**src/rtl/regfile_pkg.sv**
```systemverilog
// Shared types and sizes for the register-file command sequencer.
// Imported by the sequencer top and its datapath helper.
package regfile_pkg;

  localparam int W  = 16;
  localparam int AW = 3;

  typedef enum logic [1:0] {
    OP_MOVI,
    OP_ADD,
    OP_AND,
    OP_RDBK
  } op_t;

  typedef enum logic [1:0] {
    S_IDLE,
    S_READ,
    S_WRITE,
    S_RESP
  } state_t;

endpackage

```
**src/rtl/regfile_sequencer_seq_alu.sv**
```systemverilog
// Write-data selector for the sequencer: add, and, or pass the
// immediate through, depending on the command opcode.
module seq_alu
  import regfile_pkg::*;
(
  input  logic [1:0]   op,
  input  logic [W-1:0] a,
  input  logic [W-1:0] b,
  input  logic [W-1:0] imm,
  output logic [W-1:0] y
);

  always_comb begin
    y = imm;
    unique case (op_t'(op))
      OP_ADD:  y = a + b;
      OP_AND:  y = a & b;
      default: y = imm;
    endcase
  end

endmodule

```
**src/rtl/regfile_sequencer.sv**
```systemverilog
// Command-driven initiator for the 8x16 register file: MOVI, ADD,
// AND and read-back, one command at a time over valid/ready.
module regfile_sequencer
  import regfile_pkg::*;
(
  input  logic          clk,
  input  logic          reset,
  input  logic          cmd_valid,
  output logic          cmd_ready,
  input  logic [1:0]    cmd_op,
  input  logic [AW-1:0] cmd_rd,
  input  logic [AW-1:0] cmd_rn,
  input  logic [AW-1:0] cmd_rm,
  input  logic [W-1:0]  cmd_imm,
  output logic          rf_write,
  output logic [AW-1:0] rf_reg_w,
  output logic [W-1:0]  rf_data_in,
  output logic [AW-1:0] rf_reg_a,
  output logic [AW-1:0] rf_reg_b,
  input  logic [W-1:0]  rf_out_a,
  input  logic [W-1:0]  rf_out_b,
  output logic          rsp_valid,
  input  logic          rsp_ready,
  output logic [W-1:0]  rsp_data,
  output logic [15:0]   ops_done
);

  state_t        state, state_d;
  op_t           op_q, op_d;
  logic          write_d;
  logic [AW-1:0] reg_w_d;
  logic [AW-1:0] reg_a_d;
  logic [AW-1:0] reg_b_d;
  logic [W-1:0]  data_d;
  logic          rsp_valid_d;
  logic [W-1:0]  rsp_data_d;
  logic [15:0]   ops_d;
  logic [1:0]    alu_op;
  logic [W-1:0]  alu_y;

  assign cmd_ready = (state == S_IDLE) && !reset;

  // In idle the ALU sees the incoming opcode so MOVI can
  // register its write data on the accept edge.
  assign alu_op = (state == S_IDLE) ? cmd_op : op_q;

  seq_alu u_alu (
    .op  (alu_op),
    .a   (rf_out_a),
    .b   (rf_out_b),
    .imm (cmd_imm),
    .y   (alu_y)
  );

  always_comb begin
    state_d     = state;
    op_d        = op_q;
    write_d     = 1'b0;
    reg_w_d     = rf_reg_w;
    reg_a_d     = rf_reg_a;
    reg_b_d     = rf_reg_b;
    data_d      = rf_data_in;
    rsp_valid_d = rsp_valid;
    rsp_data_d  = rsp_data;
    ops_d       = ops_done;
    unique case (state)
      S_IDLE: begin
        if (cmd_valid) begin
          op_d    = op_t'(cmd_op);
          reg_w_d = cmd_rd;
          reg_a_d = cmd_rn;
          reg_b_d = cmd_rm;
          if (op_t'(cmd_op) == OP_MOVI) begin
            state_d = S_WRITE;
            write_d = 1'b1;
            data_d  = alu_y;
          end else begin
            state_d = S_READ;
          end
        end
      end
      S_READ: begin
        if (op_q == OP_RDBK) begin
          state_d     = S_RESP;
          rsp_valid_d = 1'b1;
          rsp_data_d  = rf_out_a;
        end else begin
          state_d = S_WRITE;
          write_d = 1'b1;
          data_d  = alu_y;
        end
      end
      S_WRITE: begin
        state_d = S_IDLE;
        ops_d   = ops_done + 16'd1;
      end
      S_RESP: begin
        if (rsp_ready) begin
          state_d     = S_IDLE;
          rsp_valid_d = 1'b0;
          ops_d       = ops_done + 16'd1;
        end
      end
      default: state_d = S_IDLE;
    endcase
  end

  always_ff @(posedge clk) begin
    if (reset) begin
      state      <= S_IDLE;
      op_q       <= OP_MOVI;
      rf_write   <= 1'b0;
      rf_reg_w   <= '0;
      rf_reg_a   <= '0;
      rf_reg_b   <= '0;
      rf_data_in <= '0;
      rsp_valid  <= 1'b0;
      rsp_data   <= '0;
      ops_done   <= '0;
    end else begin
      state      <= state_d;
      op_q       <= op_d;
      rf_write   <= write_d;
      rf_reg_w   <= reg_w_d;
      rf_reg_a   <= reg_a_d;
      rf_reg_b   <= reg_b_d;
      rf_data_in <= data_d;
      rsp_valid  <= rsp_valid_d;
      rsp_data   <= rsp_data_d;
      ops_done   <= ops_d;
    end
  end

endmodule

```
**config.mk**
```make
export PLATFORM = sky130hd
export DESIGN_NAME = regfile_sequencer
export DESIGN_NICKNAME = d
export VERILOG_FILES = /design/src/rtl/regfile_pkg.sv /design/src/rtl/regfile_sequencer_seq_alu.sv /design/src/rtl/regfile_sequencer.sv
export SDC_FILE = /design/constraint.sdc
export NUM_CORES = 1
export LEC_CHECK = 0
export ABC_CLOCK_PERIOD_IN_PS = 2600
export BUFFER_PORTS_ARGS = -buffer_cell sky130_fd_sc_hd__buf_2
export CAP_MARGIN = 25
export CORE_ASPECT_RATIO = 1.4
export CORE_MARGIN = 2
export CORE_UTILIZATION = 35
export CTS_BUF_LIST = sky130_fd_sc_hd__clkbuf_8
export CTS_CLUSTER_SIZE = 10
export DETAILED_ROUTE_END_ITERATION = 10
export SLEW_MARGIN = 15
export SYNTH_ARGS = -nofsm -noshare
export SYNTH_HDL_FRONTEND = slang
export SYNTH_SLANG_ARGS = --single-unit
```
**constraint.sdc**
```tcl
create_clock -name clk -period 2.6 [get_ports clk]
set_clock_uncertainty 0.15 [all_clocks]
set_input_delay 0.26 -clock clk [delete_from_list [all_inputs] [get_ports clk]]
set_output_delay 0.26 -clock clk [all_outputs]
set_load 0.01 [all_outputs]
```
==> metrics <==
first-pass GRT wire length 15000 um; post-synthesis simple-gate area fraction 0.209; Post-synth EDFFs 0; top cell family by delay on the critical path simple AND/OR/NAND/NOR gates; Period Utilization, post-route 0.941; post-synthesis cell count 412; mapped cell area 3340 sq um; fraction of registers with async set/reset 0; synthesized net count 495; n_diodes 0; Final nets 631; FF+latch count, synth 63; setup_tns 0 ps; clk_lat worst skew 340 ps; Worst Tran Pin Value around 540 ps; most common cell in the synthesized netlist nand2_1; power per cell area 590 nW/um^2; hold path startpoint cmd_rd[2]; FMAX 0.409 GHz; global route overflow 0; core footprint 9350 sq um; filler instances 951; critical path arrival 2510 ps; R2R Path End rf_data_in[7]$_SDFFE_PP0P_; LEAKAGE 1.96 nW; maxcap violations 0; Crit Path Category in -> reg; Primary FF master, synth dfxtp_1; yosys warns 0; Crit path depth 10; combinational family with the most area after synthesis compound AO/OA/AOI/OAI gates; final hold violations 0; CP max stage delay ~530 ps; initial antenna violation count 0; CTS tree yes; Initial Util 0.358; DR DRC count 0; Global Route Usage Sum 0.182; Die Y 120 um; DRT iter0 DRCs roughly 100; outcome complete, no violations; number of global-route vias before repair 3232; Reg2Reg Depth 10; Cell Rows 42; Unique masters post-synth 45; Max-slew headroom 0.638; fin. max-slew vios 0; final setup fails 0; crit-path cells dlygate4sd3_1 -> buf_2 -> ha_4 -> and2_1 -> nand3_1 -> a21oi_2 -> or4b_4 -> a31oi_2 -> xor2_1 -> o22ai_1; minimum clock period 2450 ps; Ports 123; layout cells sized above 1 0.302; Vias/cell 5.13; minimum hold slack between 15 and 20 ps; post-synthesis mux area share 0.00898; clock root buffer clkbuf_8; number of buffers created by CTS 9; placed inst area 4130 sq um; Slowest-stage cell, CP dlygate4sd3_1; routed wire length 9450 um; complex-gate fraction of the synthesized area 0.223; CP max FO 4; sequential element share of the synthesized area 0.377; WL per Instance 14.3 um; flop-to-flop setup slack around 280 ps; Post-Synth Adder-Cell Area 0.0771; Multi-input gate area 1980 sq um; TritonRoute pass-1 iters 4; H-tree depth 3; clock-pin slew on the worst setup and hold paths 80 ps; TritonCTS sink count 63; most frequent cells after synthesis 83 x nand2_1, 63 x dfxtp_1, 48 x a21oi_1, 28 x nor2_1; Worst Setup SP rf_out_a[6]; Synth area leader dfxtp_1; Storage cell area approximately 1300 sq um; Max VDD drop 0.314 mV; Critical Path Sink rf_data_in[14]$_SDFFE_PP0P_; dpl hpwl a little over 7000 um; clk buf depth 2; Buf+Inv Stages, Crit Path 2; synthesized area per cell 8.12 sq um; unrepaired setup endpoints after global routing false; startpoint types input port; Layout Utilization 0.474; Port Buffers ~120; Hold Crit Class in -> reg; R2R Path Start state[1]$_SDFFE_PP0P_; xor/xnor share of the synthesized area 0.0681; Layout area overhead 32.5%; via total after detailed routing 3400; Post-DRT Antenna Nets 0; element type at the critical path end flip-flop; die width 86.6 um; synth top area cells dfxtp_1 38%, nand2_1 9.3%, a21oi_1 7.2%; Post-CTS Repair Setup Buffers 0; final instance area between 4000 and 5000 sq um; Placer Congestion 0.865; share of the synthesized area in the top cell type 0.377; Die Footprint 10400 sq um; largest net degree at the start of global routing 30; WP data required 2670 ps
layout by cell type, fill, tap and decap left out, types with 11 or more instances in the layout:
cell and instances:
o21ai_0 19, xnor2_1 14, inv_1 11, buf_2 122
buf_4 16, xor2_1 12, dfxtp_1 63, nand2_1 83
ha_1 18, a21oi_1 48, nor2_1 28
repair_timing:
action,in CTS,in global routing
resized for setup,0,1
endpoints found under the hold margin,9,0
endpoints found under the setup margin,0,1
hold buffers,9,0
tightest hold or removal path, stage by stage:
cell     delay (ps)
buf_2           100
nand2_1          50
a21oi_1          50
metal layers:
metal  vias to the layer above  global-route usage  wire length [um]
met4                         0              0.0664               137
li1                       1721                   -                 -
met2                       117               0.318              4910
met1                      1552               0.208              3810
met5                         -                   0                 0
met3                        10              0.0509               599
state kept, by name (all words and copies together), names as in the netlist:
register and count:
ops_done 16, rf_data_in 16, rsp_data 16, rf_reg_a 3
rf_reg_b 3, rf_reg_w 3, op_q 2, state 2
rf_write 1, rsp_valid 1
through the flow:
step,worst slack [ps],std cells,power [mW]
after floorplan,247,412,1.51
after CTS,80.2,663,2.65
final,154,663,2.61
after global routing,47.4,663,2.77
after global placement,38.9,638,1.76
after detailed placement,4.10,638,1.76
report_power, final:
part / switching (mW) / total [mW] / leakage, nW / internal [mW]
registers: 0.0311 / 1.05 / 0.512 / 1.02
logic: 0.397 / 0.703 / 1.35 / 0.306
clock network: 0.392 / 0.856 / 0.0957 / 0.463
total: 0.820 / 2.61 / 1.96 / 1.79
final cells by class:
cell class | count | share of cell area
inverters | 10 | 0.00847
multi-input cells | 317 | 0.446
clock inverters | 6 | 0.0138
clock buffers | 10 | 0.0311
flip-flops and latches | 63 | 0.285
repair buffers | 147 | 0.185
well taps | 110 | 0.0311
worst min-delay path by stage:
stage,slack [ps],cells past startpoint,end
global route,10,3,rsp_data[11]$_SDFFE_PP0P_
finish,20,3,rf_reg_w[2]$_SDFFE_PP0P_
floorplan,190,1,rf_write$_SDFF_PP0_
global placement,290,2,rf_reg_a[1]$_SDFFE_PP0P_
CTS,0.3,3,rf_reg_w[2]$_SDFFE_PP0P_
detailed placement,290,2,rsp_data[0]$_SDFFE_PP0P_
kinds of logic (layout without fill, tap and decap cells):
kind of cell | count (synthesis) | count (layout)
AOI/OAI and AO/OA | 112 | 112
xor gates and xnor gates | 26 | 26
adders and majority gates | 20 | 20
buffers and inverters | 32 | 173
DFF | 63 | 63
muxes | 3 | 3
and+or+nand+nor | 156 | 156
(Power assumes the default switching activity.)
